File: src/rtl/perf_pkg.sv
// Shared definitions for the performance-session controller: session states
// and the index of each counter in the performance counter bank.
package perf_pkg;

    localparam int CNT_SEL_W = 4;

    localparam int CNT_CYC      = 0;
    localparam int CNT_INSTR    = 1;
    localparam int CNT_STALL    = 2;
    localparam int CNT_BUBBLE   = 3;
    localparam int CNT_FWD      = 4;
    localparam int CNT_RAW      = 5;
    localparam int CNT_BR       = 6;
    localparam int CNT_BR_TAKEN = 7;
    localparam int CNT_BR_MISP  = 8;

    typedef enum logic [2:0] {
        S_IDLE  = 3'd0,
        S_CLEAR = 3'd1,
        S_RUN   = 3'd2,
        S_DRAIN = 3'd3,
        S_LOAD  = 3'd4,
        S_WAIT  = 3'd5,
        S_DONE  = 3'd6
    } state_e;

endpackage

File: src/rtl/zero_run_detector.sv
// Counts consecutive retired all-zero instruction words. A nonzero retire
// restarts the run, a cycle without a retire leaves it untouched. The count
// saturates at ZERO_RUN so hit stays high until the next clear.
module zero_run_detector #(
    parameter int ZERO_RUN = 10
) (
    input  logic        clk,
    input  logic        rst_n,
    input  logic        clr,
    input  logic        retire_valid,
    input  logic [31:0] retire_instr,
    output logic        hit
);

    localparam int ZW = $clog2(ZERO_RUN + 1);

    logic [ZW-1:0] zero_cnt_q;
    logic [ZW-1:0] zero_cnt_d;

    // Next run length: clear wins, then zero words extend and nonzero words restart
    always_comb begin
        zero_cnt_d = zero_cnt_q;
        if (clr) begin
            zero_cnt_d = '0;
        end else if (retire_valid) begin
            if (retire_instr != 32'h0) begin
                zero_cnt_d = '0;
            end else if (zero_cnt_q != ZW'(ZERO_RUN)) begin
                zero_cnt_d = zero_cnt_q + ZW'(1);
            end
        end
    end

    // Run-length register
    always_ff @(posedge clk or negedge rst_n) begin
        if (!rst_n) begin
            zero_cnt_q <= '0;
        end else begin
            zero_cnt_q <= zero_cnt_d;
        end
    end

    assign hit = (zero_cnt_q == ZW'(ZERO_RUN));

endmodule

File: src/rtl/perf_session_ctrl.sv
// Runs one performance-measurement session: clears the counter bank, opens
// the counting window until the program ends (or times out), waits for the
// pipeline to drain, then streams every counter out over a valid/ready port.
module perf_session_ctrl
    import perf_pkg::*;
#(
    parameter int NUM_COUNTERS = CNT_BR_MISP + 1,
    parameter int ZERO_RUN     = 10,
    parameter int DRAIN_CYCLES = 4,
    parameter int MAX_CYCLES   = 1000000
) (
    input  logic                 clk,
    input  logic                 rst_n,
    input  logic                 start,
    input  logic                 abort,
    input  logic                 retire_valid,
    input  logic [31:0]          retire_instr,
    output logic                 perf_clear,
    output logic                 perf_enable,
    output logic [CNT_SEL_W-1:0] cnt_sel,
    input  logic [31:0]          cnt_rdata,
    output logic                 dump_valid,
    input  logic                 dump_ready,
    output logic [CNT_SEL_W-1:0] dump_idx,
    output logic [31:0]          dump_data,
    output logic [31:0]          run_cycles,
    output logic                 timeout,
    output logic                 busy,
    output logic                 done
);

    localparam int DRAIN_W = $clog2(DRAIN_CYCLES + 1);
    localparam logic [CNT_SEL_W-1:0] LAST_SEL = CNT_SEL_W'(NUM_COUNTERS - 1);

    state_e               state_q, state_d;
    logic [31:0]          run_cycles_q, run_cycles_d;
    logic                 timeout_q, timeout_d;
    logic [DRAIN_W-1:0]   drain_cnt_q, drain_cnt_d;
    logic [CNT_SEL_W-1:0] cnt_sel_q, cnt_sel_d;
    logic                 dump_valid_q, dump_valid_d;
    logic [CNT_SEL_W-1:0] dump_idx_q, dump_idx_d;
    logic [31:0]          dump_data_q, dump_data_d;
    logic                 zero_clr;
    logic                 zero_hit;

    // Only retires inside the counting window contribute to the end-of-program run
    zero_run_detector #(
        .ZERO_RUN (ZERO_RUN)
    ) u_zero_run (
        .clk          (clk),
        .rst_n        (rst_n),
        .clr          (zero_clr),
        .retire_valid (retire_valid && (state_q == S_RUN)),
        .retire_instr (retire_instr),
        .hit          (zero_hit)
    );

    // Session sequencing, window/drain counting and dump word capture
    always_comb begin
        state_d      = state_q;
        run_cycles_d = run_cycles_q;
        timeout_d    = timeout_q;
        drain_cnt_d  = drain_cnt_q;
        cnt_sel_d    = cnt_sel_q;
        dump_valid_d = dump_valid_q;
        dump_idx_d   = dump_idx_q;
        dump_data_d  = dump_data_q;
        zero_clr     = 1'b0;
        if (abort) begin
            state_d      = S_IDLE;
            dump_valid_d = 1'b0;
        end else begin
            case (state_q)
                S_IDLE, S_DONE: begin
                    if (start) begin
                        state_d      = S_CLEAR;
                        run_cycles_d = '0;
                        timeout_d    = 1'b0;
                        cnt_sel_d    = '0;
                        drain_cnt_d  = '0;
                        zero_clr     = 1'b1;
                    end
                end
                S_CLEAR: begin
                    state_d = S_RUN;
                end
                S_RUN: begin
                    if (run_cycles_q != 32'hFFFF_FFFF) begin
                        run_cycles_d = run_cycles_q + 32'd1;
                    end
                    if (zero_hit) begin
                        state_d     = S_DRAIN;
                        drain_cnt_d = '0;
                    end else if (run_cycles_d >= 32'(MAX_CYCLES)) begin
                        state_d     = S_DRAIN;
                        drain_cnt_d = '0;
                        timeout_d   = 1'b1;
                    end
                end
                S_DRAIN: begin
                    if (drain_cnt_q == DRAIN_W'(DRAIN_CYCLES - 1)) begin
                        state_d   = S_LOAD;
                        cnt_sel_d = '0;
                    end else begin
                        drain_cnt_d = drain_cnt_q + DRAIN_W'(1);
                    end
                end
                S_LOAD: begin
                    dump_data_d  = cnt_rdata;
                    dump_idx_d   = cnt_sel_q;
                    dump_valid_d = 1'b1;
                    state_d      = S_WAIT;
                end
                S_WAIT: begin
                    if (dump_ready) begin
                        dump_valid_d = 1'b0;
                        if (cnt_sel_q == LAST_SEL) begin
                            state_d = S_DONE;
                        end else begin
                            cnt_sel_d = cnt_sel_q + CNT_SEL_W'(1);
                            state_d   = S_LOAD;
                        end
                    end
                end
                default: begin
                    state_d = S_IDLE;
                end
            endcase
        end
    end

    // Session state and datapath registers
    always_ff @(posedge clk or negedge rst_n) begin
        if (!rst_n) begin
            state_q      <= S_IDLE;
            run_cycles_q <= '0;
            timeout_q    <= 1'b0;
            drain_cnt_q  <= '0;
            cnt_sel_q    <= '0;
            dump_valid_q <= 1'b0;
            dump_idx_q   <= '0;
            dump_data_q  <= '0;
        end else begin
            state_q      <= state_d;
            run_cycles_q <= run_cycles_d;
            timeout_q    <= timeout_d;
            drain_cnt_q  <= drain_cnt_d;
            cnt_sel_q    <= cnt_sel_d;
            dump_valid_q <= dump_valid_d;
            dump_idx_q   <= dump_idx_d;
            dump_data_q  <= dump_data_d;
        end
    end

    assign perf_clear  = (state_q == S_CLEAR);
    assign perf_enable = (state_q == S_RUN);
    assign busy        = (state_q != S_IDLE) && (state_q != S_DONE);
    assign done        = (state_q == S_DONE);
    assign cnt_sel     = cnt_sel_q;
    assign dump_valid  = dump_valid_q;
    assign dump_idx    = dump_idx_q;
    assign dump_data   = dump_data_q;
    assign run_cycles  = run_cycles_q;
    assign timeout     = timeout_q;

endmodule
File: config.mk
export PLATFORM = sky130hd
export DESIGN_NAME = perf_session_ctrl
export DESIGN_NICKNAME = d
export VERILOG_FILES = /design/src/rtl/perf_pkg.sv /design/src/rtl/zero_run_detector.sv /design/src/rtl/perf_session_ctrl.sv
export SDC_FILE = /design/constraint.sdc
export NUM_CORES = 1
export LEC_CHECK = 0
export ABC_CLOCK_PERIOD_IN_PS = 5200
export CELL_PAD_IN_SITES_DETAIL_PLACEMENT = 1
export CELL_PAD_IN_SITES_GLOBAL_PLACEMENT = 1
export CORE_MARGIN = 2
export CORE_UTILIZATION = 38
export DETAILED_ROUTE_END_ITERATION = 12
export GPL_ROUTABILITY_DRIVEN = 1
export PLACE_DENSITY = 0.95
export SYNTH_ARGS = -nofsm -noshare
export SYNTH_HDL_FRONTEND = slang
export SYNTH_SLANG_ARGS = --single-unit
File: constraint.sdc
create_clock -name clk -period 5.2 [get_ports clk]
set_input_delay 1.56 -clock clk [delete_from_list [all_inputs] [get_ports clk]]
set_output_delay 1.56 -clock clk [all_outputs]
set_load 0.02 [all_outputs]
==> out/results.txt, run 1 <==
status -> completed
worst skew pair latency -> 340 ps
Final setup viols -> 0
Die ar. -> 13700 sq um
Post-Layout Cell Count -> 820
Worst Setup End Kind -> flip-flop
Area Growth Syn to Fin -> 40.5%
peak supply drop -> 0.147 mV
Multi-input gate area -> 2590 sq um
Leak -> 2.73 nW
H-tree depth -> 3
DRC Markers -> 0
Storage cell area -> 2100 sq um
CTS root buffer -> clkbuf_16
ys flop type -> dfrtp_1
Critical Path Max Stage Delay -> 970 ps
first-pass GRT wire length -> 27.4 mm
post-CTS sizing -> 0
EDFF count, synth -> 0
die height -> 117 microns
CTS Sinks -> 84
Hold WC Path Type -> reg2reg
WL/cell -> 21.4 microns
Mapped Area -> 4860 sq um
CTS Buffer Depth -> 2
Via density -> 5.80
period utilization -> 79.0%
initial antenna violation count -> 0
Vias -> 4753
count of cell types in the netlist -> 70
Synth top area share -> 43.3%
dpl ws -> 1190 ps
die width -> 117 microns
Max Fclk -> 0.244 GHz
biggest area consumer among synthesized cells -> dfrtp_1
PD cells -> 257 nW/um^2
crit start category -> flip-flop
asr flop ratio synth -> 100%
layout cells sized above 1 -> 13.0%
core area -> 12600 sq um
Final Hold Vio Count -> 0
global-route usage over all layers -> 25.9%
min Tclk post-route -> 4110 ps
final wirelength -> 17.6 mm
dpl hpwl -> 12.6 mm
crit path cell chain -> and4_1, nand3_2, a211oi_1, o221ai_1, or4b_4, a221oi_2, nor3_2, a21oi_2, mux2_1
number of cells produced by synthesis -> 505
RSZ-0062 raised after global routing -> false
CP Class -> reg2reg
CTS Hold Buffers Added -> 0
Worst slew margin -> 21.9%
final worst slack -> 1090 ps
Final Max Tran Viols -> 0
total gr overflow -> 0
synth top area cells -> dfrtp_1 43%, mux2_2 9.0%, o21ai_0 4.5%, nor2_1 3.5%, nand2_1 3.3%
post-synthesis register bit count -> 84
FILL cells -> 1390
CTS tree -> done
CP Data Arrival Time -> 4330 ps
nets -> 721
TritonCTS buffer count -> 9
worst-path maximum fanout -> 11
YS warnings -> 0
vias in the first global route -> 5111
number of cell rows -> 41
Mean Syn Cell Area -> 9.62 sq um
Iteration-0 DRC Markers -> 366
Slew @ Worst Pin -> 1160 ps
number of antenna diodes -> 0
I/O pin total -> 148
Port Buffers -> 147
CP required -> 5430 ps
Post-Synthesis Net Count -> 583
GP Congestion -> 0.935
antenna-violating nets left -> 0
placed cell count -> 804
setup TNS -> 0 ps
MaxCap Viol Count -> 0
clock-pin slew on the worst setup and hold paths -> 70 ps
Seq/Total Area, Yosys -> 43.3%
CP max stage cell -> a211oi_1
Pre-antenna DRT Iters -> 4
Worst Skew -> 6.06 ps
Post-CTS Setup Inserts -> 0
Starting Density -> 38.6%
largest net degree at the start of global routing -> 85
## through the flow
step                area, sq um  utilization [%]  hold slack [ps]  total power [mW]
floorplan                  4860                -              462             0.831
global placement           6480             51.5              475             0.983
detailed placement         6480             51.5              499              1.00
CTS                        6830             54.3              513              1.75
global route               6830             54.3              528              1.81
finish                     6830             54.3              508              1.75
## cells in the final DEF, fill, tap and decap left out, types with 8 or more instances in the layout
cell type	count
nor4_1	10
dfrtp_1	84
nor2_1	45
clkdlybuf4s50_1	146
xnor2_1	9
o31ai_1	12
a21oi_1	15
o21ai_0	44
buf_4	8
nand4_1	13
nand2_1	43
nor3_1	10
clkbuf_16	9
and3_1	11
nand3_1	24
inv_1	12
mux2_2	39
## layout make-up
class / count / area share [%]
multi-input combinational: 381 / 38.0
sequential: 84 / 30.8
timing repair buffer: 154 / 22.3
clock buffer: 9 / 3.30
tap: 172 / 3.15
clock inverter: 7 / 1.80
inverter: 13 / 0.715
## kinds of logic (layout without fill, tap and decap cells)
logic type	count (synthesis)	in the layout	share of synthesized area (%)
AO/OA/AOI/OAI	113	113	15.1
XOR/XNOR	16	16	2.89
adder cells (fa/ha/maj)	8	8	2.22
buffers and inverters	40	183	3.50
flip-flops	84	84	43.3
multiplexers	44	44	10.1
AND/OR/NAND/NOR	200	200	22.9
## critical path: cells and delay by family, from the launching register on
| kind | cells | cell delay, ps |
|---|---|---|
| compound gates | 4 | 1740 |
| simple gates | 4 | 1380 |
| flops | 1 | 510 |
| mux | 1 | 350 |
## per-layer routing
layer	vias to the layer above	wire, microns	part of all wire, %	global-route usage, %
li1	2141	-	-	-
met1	2390	7030	40	29.9
met2	180	9030	51	47.0
met3	42	990	5.6	5.25
met4	0	532	3.0	10.1
met5	-	0	0	0
## worst paths after layout
| kind | from | endpoint | slack, ps | cells after the start |
|---|---|---|---|---|
| setup / recovery | run_cycles[8] | drain_cnt_q[1] | 1090 | 9 |
| hold / removal | dump_data[26] | dump_data[26] | 510 | 1 |
| setup reg to reg | run_cycles[8] | drain_cnt_q[1] | 1090 | 9 |
| hold reg to reg | dump_data[26] | dump_data[26] | 510 | 1 |
| max in group asynchronous | rst_n | dump_idx[2] | 3110 | 1 |
| min in group asynchronous | rst_n | u_zero_run.zero_cnt_q[3] | 1410 | 1 |
## state kept, by name, summed over array words and instances, names as in the netlist
signal,count
dump_idx,4
drain_cnt_q,3
dump_data,32
u_zero_run.zero_cnt_q,4
cnt_sel,4
dump_valid,1
run_cycles,32
timeout,1
state_q,3
## cell usage after synthesis (3+ instances only)
library cell	n
dfrtp_1	84
a31oi_1	7
or3_1	3
mux2_2	39
nor3b_1	3
o22ai_1	3
nor4_1	11
inv_1	12
buf_2	7
nand2_1	43
and4_1	4
nand4_1	13
o21ai_0	44
nand3_1	24
mux2i_1	3
o31ai_1	12
xor2_1	7
o211ai_1	3
a211oi_1	6
nor2_1	45
xnor2_1	9
and3_1	11
ha_1	7
a21oi_1	15
nor3_1	10
nand3b_1	4
and2_1	5
buf_4	3
clkbuf_1	17
## power breakdown
group          total, mW  internal (mW)  switching, mW
registers          0.711          0.684         0.0269
logic              0.281          0.140          0.140
clock network      0.760          0.473          0.287
No activity file was read; power rests on OpenSTA's default activity.
==> run 2, diff against run 1 <==
--- a/config.mk
+++ b/config.mk
@@ -5,14 +5,14 @@
 export SDC_FILE = /design/constraint.sdc
 export NUM_CORES = 1
 export LEC_CHECK = 0
-export ABC_CLOCK_PERIOD_IN_PS = 5200
+export ABC_CLOCK_PERIOD_IN_PS = 4300
 export CELL_PAD_IN_SITES_DETAIL_PLACEMENT = 1
 export CELL_PAD_IN_SITES_GLOBAL_PLACEMENT = 1
 export CORE_MARGIN = 2
-export CORE_UTILIZATION = 38
+export CORE_UTILIZATION = 36
 export DETAILED_ROUTE_END_ITERATION = 12
 export GPL_ROUTABILITY_DRIVEN = 1
-export PLACE_DENSITY = 0.95
+export PLACE_DENSITY = 0.94
 export SYNTH_ARGS = -nofsm -noshare
 export SYNTH_HDL_FRONTEND = slang
 export SYNTH_SLANG_ARGS = --single-unit
==> constraint.sdc (replaced) <==
create_clock -name clk -period 4.3 [get_ports clk]
set_input_delay 1.29 -clock clk [delete_from_list [all_inputs] [get_ports clk]]
set_output_delay 1.29 -clock clk [all_outputs]
set_load 0.02 [all_outputs]
==> run 2 against run 1 <==
Against the previous run:
- register-to-register slack worse by 370 ps
- non-clock buffer count is 2 higher
- clock power is 13% higher
==> out/results.txt, run 2 (synthesis results as in run 1) <==
Pint -> 1.51 mW (was 1.30 mW)
peak supply drop -> 0.139 mV (was 0.147 mV)
Port Buffers -> 147 (unchanged)
Slew @ Worst Pin -> 1080 ps (was 1160 ps)
final worst slack -> 721 ps (was 1090 ps)
first-pass GRT wire length -> 26.3 mm (was 27.4 mm)
crit path cell chain -> and4_1, and3_1, nand4_1, buf_4, a211oi_1, a41oi_1, nor4_1, a21boi_2, a21oi_2, mux2_1 (was and4_1, nand3_2, a211oi_1, o221ai_1, or4b_4, a221oi_2, nor3_2, a21oi_2, mux2_1)
Final Hold Vio Count -> 0 (unchanged)
PD cells -> 301 nW/um^2 (was 257 nW/um^2)
placed cell count -> 810 (was 804)
GP Congestion -> 0.874 (was 0.935)
clock network power share -> 41.9% (was 43.4%)
CTS root buffer -> clkbuf_16 (unchanged)
Worst slew margin -> 28.1% (was 21.9%)
sequential power share -> 41.9% (was 40.6%)
number of cell rows -> 42 (was 41)
dpl hpwl -> 12.0 mm (was 12.6 mm)
Area Growth Syn to Fin -> 40.5% (about the same)
period utilization -> 83.2% (was 79.0%)
Max Fclk -> 0.279 GHz (was 0.244 GHz)
worst skew pair latency -> 350 ps (was 340 ps)
sw frac -> 26.3% (was 25.9%)
post-CTS sizing -> 0 (unchanged)
CTS Buffer Depth -> 2 (unchanged)
vias in the first global route -> 5043 (was 5111)
design area -> 6820 sq um (was 6830 sq um)
Hold WC Path Type -> reg2reg (unchanged)
CP max stage cell -> nor4_1 (was a211oi_1)
layout cells sized above 1 -> 13.1% (was 13.0%)
Pre-antenna DRT Iters -> 4 (unchanged)
Leak -> 2.73 nW (about the same)
Die ar. -> 14400 sq um (was 13700 sq um)
P_sw -> 0.540 mW (was 0.454 mW)
Worst Setup End Kind -> flip-flop (unchanged)
MaxCap Viol Count -> 0 (unchanged)
total gr overflow -> 0 (unchanged)
Starting Density -> 36.8% (was 38.6%)
DRC Markers -> 0 (unchanged)
CP Data Arrival Time -> 3810 ps (was 4330 ps)
status -> completed (unchanged)
H-tree depth -> 3 (unchanged)
Tot Pwr -> 2.05 mW (was 1.75 mW)
Worst Skew -> 7.74 ps (was 6.06 ps)
Final setup viols -> 0 (unchanged)
initial antenna violation count -> 0 (unchanged)
WL/cell -> 19.8 microns (was 21.4 microns)
die height -> 120 microns (was 117 microns)
Final Max Tran Viols -> 0 (unchanged)
worst-path maximum fanout -> 12 (was 11)
core area -> 13200 sq um (was 12600 sq um)
CP Class -> reg2reg (unchanged)
Critical Path Max Stage Delay -> 540 ps (was 970 ps)
nets -> 723 (was 721)
Buf+Inv Stages, Crit Path -> 1 (was 0)
CTS tree -> done (unchanged)
crit start category -> flip-flop (unchanged)
RSZ-0062 raised after global routing -> false (unchanged)
CTS Sinks -> 84 (unchanged)
min Tclk post-route -> 3580 ps (was 4110 ps)
Iteration-0 DRC Markers -> 279 (was 366)
Post-Layout Cell Count -> 826 (was 820)
Post-CTS Setup Inserts -> 0 (unchanged)
final wirelength -> 16.4 mm (was 17.6 mm)
I/O pin total -> 148 (unchanged)
Gate power share -> 16.3% (was 16.0%)
antenna-violating nets left -> 0 (unchanged)
Via density -> 5.64 (was 5.80)
largest net degree at the start of global routing -> 85 (unchanged)
global-route usage over all layers -> 23.1% (was 25.9%)
TritonCTS buffer count -> 9 (unchanged)
Placed Area -> 6500 sq um (was 6480 sq um)
CP top delay family -> simple AND/OR/NAND/NOR gates (was compound AO/OA/AOI/OAI gates)
most common cell after layout, fill and taps aside -> clkdlybuf4s50_1 (unchanged)
CP required -> 4530 ps (was 5430 ps)
die width -> 120 microns (was 117 microns)
clock-pin slew on the worst setup and hold paths -> 60 ps (was 70 ps)
number of antenna diodes -> 0 (unchanged)
CTS Hold Buffers Added -> 0 (unchanged)
Vias -> 4658 (was 4753)
most frequent cells in the layout -> 146 x clkdlybuf4s50_1, 84 x dfrtp_1, 45 x nor2_1 (unchanged)
dpl ws -> 830 ps (was 1190 ps)
setup TNS -> 0 ps (unchanged)
-- run 2: cell count changes in the layout (fill, tap and decap cells not counted) --
cell / change
clkinvlp_4: -2
clkbuf_1: +1
bufinv_16: -1
clkinv_4: +2
buf_4: +2
-- run 2: path summary, 6_finish.rpt --
check	to	from	cells past startpoint	slack, ps
min	dump_data[11]	dump_data[11]	1	510
max reg2reg	drain_cnt_q[0]	run_cycles[8]	10	720
max in group asynchronous	run_cycles[22]	rst_n	1	2460
min reg2reg	dump_data[11]	dump_data[11]	1	510
min in group asynchronous	dump_data[7]	rst_n	1	1120
max	drain_cnt_q[0]	run_cycles[8]	10	720
-- run 2: layer usage --
| metal | global-route usage [%] | part of all wire [%] | vias to the layer above |
|---|---|---|---|
| met2 | 40.5 | 50 | 181 |
| met1 | 27.8 | 41 | 2295 |
| li1 | - | - | 2139 |
| met5 | 0 | 0 | - |
| met3 | 4.37 | 6.3 | 43 |
| met4 | 9.12 | 2.6 | 0 |
-- run 2: layout make-up --
cell class,count,area (sq um)
Fill cell,1480,6370
Multi-Input combinational cell,381,2590
Sequential cell,84,2100
Timing Repair Buffer,156,1540
Clock buffer,10,229
Tap cell,176,220
Clock inverter,6,95.1
Inverter,13,48.8
-- run 2: power by group through the flow --
stage          registers (mW)  logic (mW)  clock network [mW]
5_1_grt                 0.865       0.356               0.905
6_report                0.859       0.334               0.860
2_1_floorplan           0.908      0.0971                   0
3_3_place_gp            0.869       0.323                   0
3_5_place_dp            0.875       0.335                   0
4_1_cts                 0.860       0.337               0.876
-- run 2: through the flow --
step,hold slack (ps),utilization (%)
finish,507,51.7
global route,522,51.7
CTS,511,51.7
detailed placement,496,49.3
global placement,473,49.3
floorplan,462,-
